`src/rtl/adder_digit_serial.sv`:
```
// Digit-serial N-bit adder: DIGIT bits per cycle, LSB digit first, with a valid/ready handshake.
// Define ADDSUB_EN to add the Sub port (S = A - B, Cout = no-borrow).
module adder_digit_serial #(
    parameter int unsigned WIDTH = 16,
    parameter int unsigned DIGIT = 4
) (
    input  logic             clk,
    input  logic             rst,
    input  logic             in_valid,
    output logic             in_ready,
    input  logic [WIDTH-1:0] A,
    input  logic [WIDTH-1:0] B,
    input  logic             Cin,
`ifdef ADDSUB_EN
    input  logic             Sub,
`endif
    output logic             out_valid,
    input  logic             out_ready,
    output logic [WIDTH-1:0] S,
    output logic             Cout
);

    localparam int unsigned NDIG = WIDTH / DIGIT;
    localparam int unsigned CntW = (NDIG > 1) ? $clog2(NDIG) : 1;
    localparam logic [CntW-1:0] LastDig = CntW'(NDIG - 1);

    if ((DIGIT < 1) || (DIGIT > WIDTH) || (WIDTH % DIGIT != 0)) begin : gen_param_check
        $error("adder_digit_serial: WIDTH must be a non-zero multiple of DIGIT");
    end

    typedef enum logic [1:0] {StIdle, StRun, StDone} state_e;

    state_e            state;
    logic [WIDTH-1:0]  a_q, b_q, s_q, sum_q;
    logic              carry_q, cout_q, in_ready_q, out_valid_q;
    logic [CntW-1:0]   cnt_q;

    logic              sub_in;
    logic [WIDTH-1:0]  b_load;
    logic              c_load;
    logic [DIGIT-1:0]  dig_sum;
    logic [DIGIT:0]    chain;
    logic [WIDTH-1:0]  s_shift;

`ifdef ADDSUB_EN
    assign sub_in = Sub;
`else
    assign sub_in = 1'b0;
`endif

    // Subtract as A + ~B + 1; Cin is ignored when subtracting.
    assign b_load = B ^ {WIDTH{sub_in}};
    assign c_load = sub_in | Cin;

    assign chain[0] = carry_q;
    for (genvar i = 0; i < DIGIT; i++) begin : gen_fa
        fa_1b u_fa (
            .a   (a_q[i]),
            .b   (b_q[i]),
            .cin (chain[i]),
            .s   (dig_sum[i]),
            .cout(chain[i+1])
        );
    end

    // Sum digits enter from the MSB side so the last digit lands at the top.
    if (DIGIT == WIDTH) begin : gen_shift_full
        assign s_shift = dig_sum;
    end else begin : gen_shift_part
        assign s_shift = {dig_sum, s_q[WIDTH-1:DIGIT]};
    end

    always_ff @(posedge clk) begin
        if (rst) begin
            state       <= StIdle;
            in_ready_q  <= 1'b1;
            out_valid_q <= 1'b0;
            sum_q       <= '0;
            cout_q      <= 1'b0;
            cnt_q       <= '0;
            carry_q     <= 1'b0;
            a_q         <= '0;
            b_q         <= '0;
            s_q         <= '0;
        end else begin
            unique case (state)
                StIdle: begin
                    if (in_valid) begin
                        a_q        <= A;
                        b_q        <= b_load;
                        carry_q    <= c_load;
                        cnt_q      <= '0;
                        in_ready_q <= 1'b0;
                        state      <= StRun;
                    end
                end
                StRun: begin
                    a_q     <= a_q >> DIGIT;
                    b_q     <= b_q >> DIGIT;
                    s_q     <= s_shift;
                    carry_q <= chain[DIGIT];
                    cnt_q   <= cnt_q + 1'b1;
                    if (cnt_q == LastDig) begin
                        sum_q       <= s_shift;
                        cout_q      <= chain[DIGIT];
                        out_valid_q <= 1'b1;
                        state       <= StDone;
                    end
                end
                StDone: begin
                    if (out_ready) begin
                        out_valid_q <= 1'b0;
                        in_ready_q  <= 1'b1;
                        state       <= StIdle;
                    end
                end
                default: begin
                    out_valid_q <= 1'b0;
                    in_ready_q  <= 1'b1;
                    state       <= StIdle;
                end
            endcase
        end
    end

    assign in_ready  = in_ready_q;
    assign out_valid = out_valid_q;
    assign S         = sum_q;
    assign Cout      = cout_q;

endmodule

// One-bit full adder used as the digit slice.
module fa_1b (
    input  logic a,
    input  logic b,
    input  logic cin,
    output logic s,
    output logic cout
);
    assign s    = a ^ b ^ cin;
    assign cout = (a & b) | (cin & (a ^ b));
endmodule
```
`config.mk`:
```
export PLATFORM = sky130hd
export DESIGN_NAME = adder_digit_serial
export DESIGN_NICKNAME = d
export VERILOG_FILES = /design/src/rtl/adder_digit_serial.sv
export SDC_FILE = /design/constraint.sdc
export NUM_CORES = 1
export LEC_CHECK = 0
export BUFFER_PORTS_ARGS = -buffer_cell sky130_fd_sc_hd__buf_2
export CAP_MARGIN = 10
export CORE_UTILIZATION = 28
export DETAILED_ROUTE_END_ITERATION = 10
export HOLD_SLACK_MARGIN = 0.08
export PLACE_DENSITY = 0.45
export REMOVE_ABC_BUFFERS = 1
export SETUP_SLACK_MARGIN = 0.2
export SKIP_LAST_GASP = 1
export SYNTH_ARGS = -nofsm -noshare
export SYNTH_HDL_FRONTEND = slang
export SYNTH_SLANG_ARGS = --single-unit
```
`constraint.sdc`:
```
create_clock -name clk -period 2.8 [get_ports clk]
set_input_delay 0.28 -clock clk [delete_from_list [all_inputs] [get_ports clk]]
set_output_delay 0.28 -clock clk [all_outputs]
set_load 0.01 [all_outputs]
```
==> results of run 1 <==
layout make-up:
cell class	count	area (sq um)	share of cell area, %
flip-flops and latches	68	1360	40.6
multi-input cells	215	1290	38.4
repair buffers	57	290	8.65
well taps	133	166	4.96
clock buffers	11	151	4.51
clock inverters	5	58.8	1.75
inverters	10	40.0	1.19
path summary, 6_finish.rpt:
path	endpoint	cells after the start
setup / recovery	S[15]	8
hold / removal	b_q[15]	3
setup reg to reg	S[15]	8
hold reg to reg	S[1]	2
worst max-delay path, delay by kind of cell (launching register included):
kind | cells | cell delay (ns)
buffers and inverters | 3 | 0.22
adders and majority gates | 4 | 1.35
AOI/OAI and AO/OA | 1 | 0.21
DFF | 1 | 0.30
synthesized netlist by cell type (6+ instances only):
cell	n	area (sq um)
a211oi_1	26	195
a21oi_1	29	145
a22oi_1	6	45.0
buf_2	8	40.0
buf_6	6	67.6
clkbuf_1	9	33.8
dfxtp_1	68	1360
inv_1	8	30.0
nand2_1	48	180
nor2_1	50	188
o22ai_1	9	56.3
o2bb2ai_1	15	131
routing by layer:
layer  GRT usage [%]  vias up  part of all wire [%]
met4            4.23        0                   1.1
met5               0        -                     0
li1                -     1194                     -
met3            4.77        8                   6.2
met2            22.3       63                    46
met1            17.3     1053                    47
sequential cells by signal (all words and copies together) (netlist names):
register and cells:
Cout 1, S 16, a_q 16, b_q 16, carry_q 1, cnt_q 2
in_ready 1, out_valid 1, s_q 12, state 2
kinds of logic (layout without fill, tap and decap cells):
family / count (synthesis) / after routing
DFF: 68 / 68
adders and majority gates: 5 / 5
AOI/OAI and AO/OA: 98 / 98
buffers and inverters: 38 / 83
and+or+nand+nor: 112 / 112
power breakdown:
group          internal [mW]  total [mW]  switching (mW)
Sequential              1.02        1.05          0.0308
Clock                  0.461       0.840           0.379
Combinational          0.104       0.254           0.149
per-stage QoR:
step	hold WS [ns]	instances	cell area (sq um)	setup WS [ns]
after detailed placement	0.444	483	3150	0.628
after CTS	0.146	499	3360	0.617
after floorplan	0.342	293	2690	0.760
after global placement	0.441	483	3150	0.682
after global routing	0.159	499	3360	0.466
final	0.167	499	3360	0.632
==> results.cfg, run 1 <==
[status]
status = finished, final reports clean

[yosys]
synthXorXnorAreaFrac_pct = 0
synth_edf_count = 0
synth_compound_area_share_pct = 25.0
yosysSeqAreaShare_pct = 47.5
async_reset_ff_share_pct = 0
synth_area_sq_um = 2870
synth_fa_ha_area_share_pct = 3.23
synthSimpleGateAreaFrac_pct = 16.7
netlist-cell-type-count = 36
muxShareOfSynthArea_pct = 0
synth_top_family_by_area = compound AO/OA/AOI/OAI gates
postSynthCellCount = 321
synth_ff_type = dfxtp_1
avgSynthCellArea_sq_um = 8.93
ys_ff_latch = 68
yosys_warnings = 0

[worst_setup_path]
critPathCaptureType = flip-flop
crit_type = flip-flop to flip-flop
worstPathRequired_ns = 3.05
rrSetupSlack_ns = 0.63
critPathSlowestCell = fa_1
r2r-start = b_q[0]
crit_arrival_ns = 2.42
path_cells = inv_1 > fa_1 > inv_1 > fa_1 > fa_1 > inv_1 > fa_1 > a211oi_1
critPathMaxFanout = 2
setup.worst_path.start = b_q[0]
cp_slowest_stage_delay_ns = 0.43
crit_top_cell = fa_1
timing.critical_path.from_type = flip-flop

[sta]
period_minus_slack_ns = 2.17
slew_headroom_pct = 47.1
worst_slew_pin_slew_ns = 0.794
maxSlewViolCount = 0
setup_violations = 0
rsz0062_at_grt = false
hold_viol = 0
fmax_ghz = 0.461
finalClockSkew_ns = 0.00871
timing.final.crit_share_pct = 77.4
tns_ns = 0

[drt]
first_pass_iters = 4
vias_per_cell = 4.65
routed_wl_mm = 6.71
ant_nets = 0
drt_iter0_drc = 71
wl_per_cell_microns = 13.4
drcViolationCount = 0
num_vias = 2318

[global_route]
grt-ovfl-total = 0
grt_pass1_vias = 2158
antenna_found_initial = 0
grt_max_degree = 69
grtUsageTotal_pct = 13.8
grt_first_pass_wirelength_mm = 11.0

[cells_and_area]
layout_commonest_cell = dfxtp_1
fin_nets = 403
antenna-diode-count = 0
fin_util_pct = 34.0
layout-drive-gt1-share_pct = 23.8
areaGrowthSynthToFinish_pct = 17.1
n_fill_cell = 1054
most-common-layout-cells = dfxtp_1 (68), buf_2 (55), nor2_1 (50), nand2_1 (48), a21oi_1 (29)

[hold_path]
min-delay-start = B[15]
hold_class = primary input to flip-flop

[die]
die_x_microns = 103
fp.dieH_microns = 103
initial_utilization_pct = 29.1
rows = 36
pin_count = 56
dieArea_sq_um = 10600
core_sq_um = 9860

[placed_design]
io_buffers = 55
post-dp-hpwl_mm = 4.18
gp_congestion = 0.695

[clock_tree]
cts_resized = 0
cts_hold_buf = 0
worst_skew_pair.late_latency_ns = 0.34
path_clk_slew_ns = 0.08
cts_max_level = 3
ctsLongestPathBuffers = 2
post_cts_buffers = 0
numCtsBuffers = 9
root_buffer = clkbuf_8
tritoncts = done
cts_sinks = 68

[power]
p_leak_nw = 1.30
vdd_ir_drop_max_v = 0.000254
power_density_nw_per_um2 = 640
fin_total_pwr_mw = 2.15

[run]
cap_violations = 0
Note: power is estimated with default switching activity, not from simulation.
==> run 2: changes to the inputs <==
--- a/config.mk
+++ b/config.mk
@@ -10,7 +10,7 @@
 export CORE_UTILIZATION = 28
 export DETAILED_ROUTE_END_ITERATION = 10
 export HOLD_SLACK_MARGIN = 0.08
-export PLACE_DENSITY = 0.45
+export PLACE_DENSITY = 0.47
 export REMOVE_ABC_BUFFERS = 1
 export SETUP_SLACK_MARGIN = 0.2
 export SKIP_LAST_GASP = 1
==> constraint.sdc (replaced) <==
create_clock -name clk -period 1.99 [get_ports clk]
set_input_delay 0.199 -clock clk [delete_from_list [all_inputs] [get_ports clk]]
set_output_delay 0.199 -clock clk [all_outputs]
set_load 0.01 [all_outputs]
==> run 2 against run 1 <==
- the run now ends with setup timing left
- critical path depth stayed put
- final cell count up 3.0%
- non-clock buffer count up 16
- critical path type unchanged
==> results.cfg, run 2 (same netlist as run 1, synthesis figures left out) <==
[cells_and_area]
layout_commonest_cell = dfxtp_1
fin_nets = 419
most-common-layout-cells = dfxtp_1 (67), buf_2 (55), nor2_1 (50), nand2_1 (48), a21oi_1 (29)
areaGrowthSynthToFinish_pct = 25.1
layout-drive-gt1-share_pct = 29.4
fin_util_pct = 36.4
fin_area_sq_um = 3590
final_cells = 514
antenna-diode-count = 0

[sta]
worst_slew_pin_slew_ns = 0.679
slew_headroom_pct = 54.7
maxSlewViolCount = 0
rsz0062_at_grt = true
tns_ns = -0.180
whs_ns = 0.100
hold_viol = 0
timing.final.crit_share_pct = 105
finalClockSkew_ns = 0.00712
setup_violations = 2
period_minus_slack_ns = 2.09
fmax_ghz = 0.479
timing.final.ws_setup_ns = -0.0993

[drt]
vias_per_cell = 4.67
routed_wl_mm = 6.71
num_vias = 2402
wl_per_cell_microns = 13.0
ant_nets = 0
first_pass_iters = 4
drcViolationCount = 0
drt_iter0_drc = 52

[clock_tree]
cts_max_level = 3
cts_sinks = 68
path_clk_slew_ns = 0.07
tritoncts = done
worst_skew_pair.late_latency_ns = 0.34
post_cts_buffers = 0
ctsLongestPathBuffers = 2
root_buffer = clkbuf_8
numCtsBuffers = 9

[run]
cap_violations = 0

[power]
vdd_ir_drop_max_v = 0.000435
power_density_nw_per_um2 = 939
p_leak_nw = 1.41
fin_total_pwr_mw = 3.37

[die]
dieArea_sq_um = 10600
core_sq_um = 9860
initial_utilization_pct = 29.1
die_x_microns = 103
rows = 36
fp.dieH_microns = 103
pin_count = 56

[placed_design]
place_ws_ns = -0.183
io_buffers = 55
placed_cell_area_sq_um = 3260
dp_cells = 496
gp_congestion = 0.689
post-dp-hpwl_mm = 4.56

[global_route]
grt_max_degree = 43
antenna_found_initial = 0
grt-ovfl-total = 0
grtUsageTotal_pct = 13.8
grt_pass1_vias = 2313
grt_first_pass_wirelength_mm = 11.2

[status]
status = complete, but fails checks
violations = setup timing

[worst_setup_path]
timing.critical_path.from_type = flip-flop
critPathCaptureType = flip-flop
worstPathRequired_ns = 2.26
rrSetupSlack_ns = -0.1
critPathMaxFanout = 2
crit_arrival_ns = 2.36
crit_type = flip-flop to flip-flop

[hold_path]
hold_class = primary input to flip-flop
-- run 2: cell types whose count changed in the layout (fill, tap and decap cells not counted), sizes merged --
cell and delta:
buf +13, bufinv +3, clkbuf -2, clkinv +1, clkinvlp -2, dlygate4sd3 +3, inv -1
-- run 2: critical path, cell delays in order (launching register included) --
cell	delay, ns
dfxtp_2	0.33
inv_2	0.06
fa_2	0.20
inv_2	0.04
fa_2	0.33
fa_2	0.34
inv_2	0.06
fa_2	0.45
a211oi_2	0.21
-- run 2: worst paths after layout --
check / start / endpoint / depth (start not counted)
worst max-delay path: carry_q / s_q[15] / 8
worst min-delay path: A[15] / a_q[15] / 3
worst max register to register: carry_q / s_q[15] / 8
worst min register to register: S[0] / S[0] / 2
-- run 2: area by class of cell --
| cell class | instances | area, sq um |
|---|---|---|
| clock buffer | 9 | 124 |
| clock inverter | 6 | 138 |
| fill | 1052 | 6280 |
| inverter | 10 | 40.0 |
| multi-input combinational | 215 | 1330 |
| sequential | 68 | 1360 |
| tap | 133 | 166 |
| timing repair buffer | 73 | 430 |
-- run 2: layer usage --
| layer | global-route usage, % | up-vias | part of all wire, % |
|---|---|---|---|
| met1 | 17.0 | 1113 | 48 |
| met2 | 23.1 | 58 | 47 |
| li1 | - | 1227 | - |
| met3 | 5.04 | 4 | 4.5 |
| met5 | 0 | - | 0 |
| met4 | 2.93 | 0 | 0.52 |
-- run 2: report_power, final --
| group | total (mW) | switching, mW | internal, mW |
|---|---|---|---|
| Combinational | 0.397 | 0.216 | 0.181 |
| Sequential | 1.49 | 0.0516 | 1.44 |
| Clock | 1.48 | 0.525 | 0.956 |
-- run 2: what timing repair did --
| item | CTS | global route |
|---|---|---|
| pin swaps | 2 | 1 |
| hold buffers | 3 | 0 |
| endpoints found under the setup margin | 4 | 6 |
| hold endpoints to repair | 3 | 0 |
| gates resized for setup | 10 | 4 |
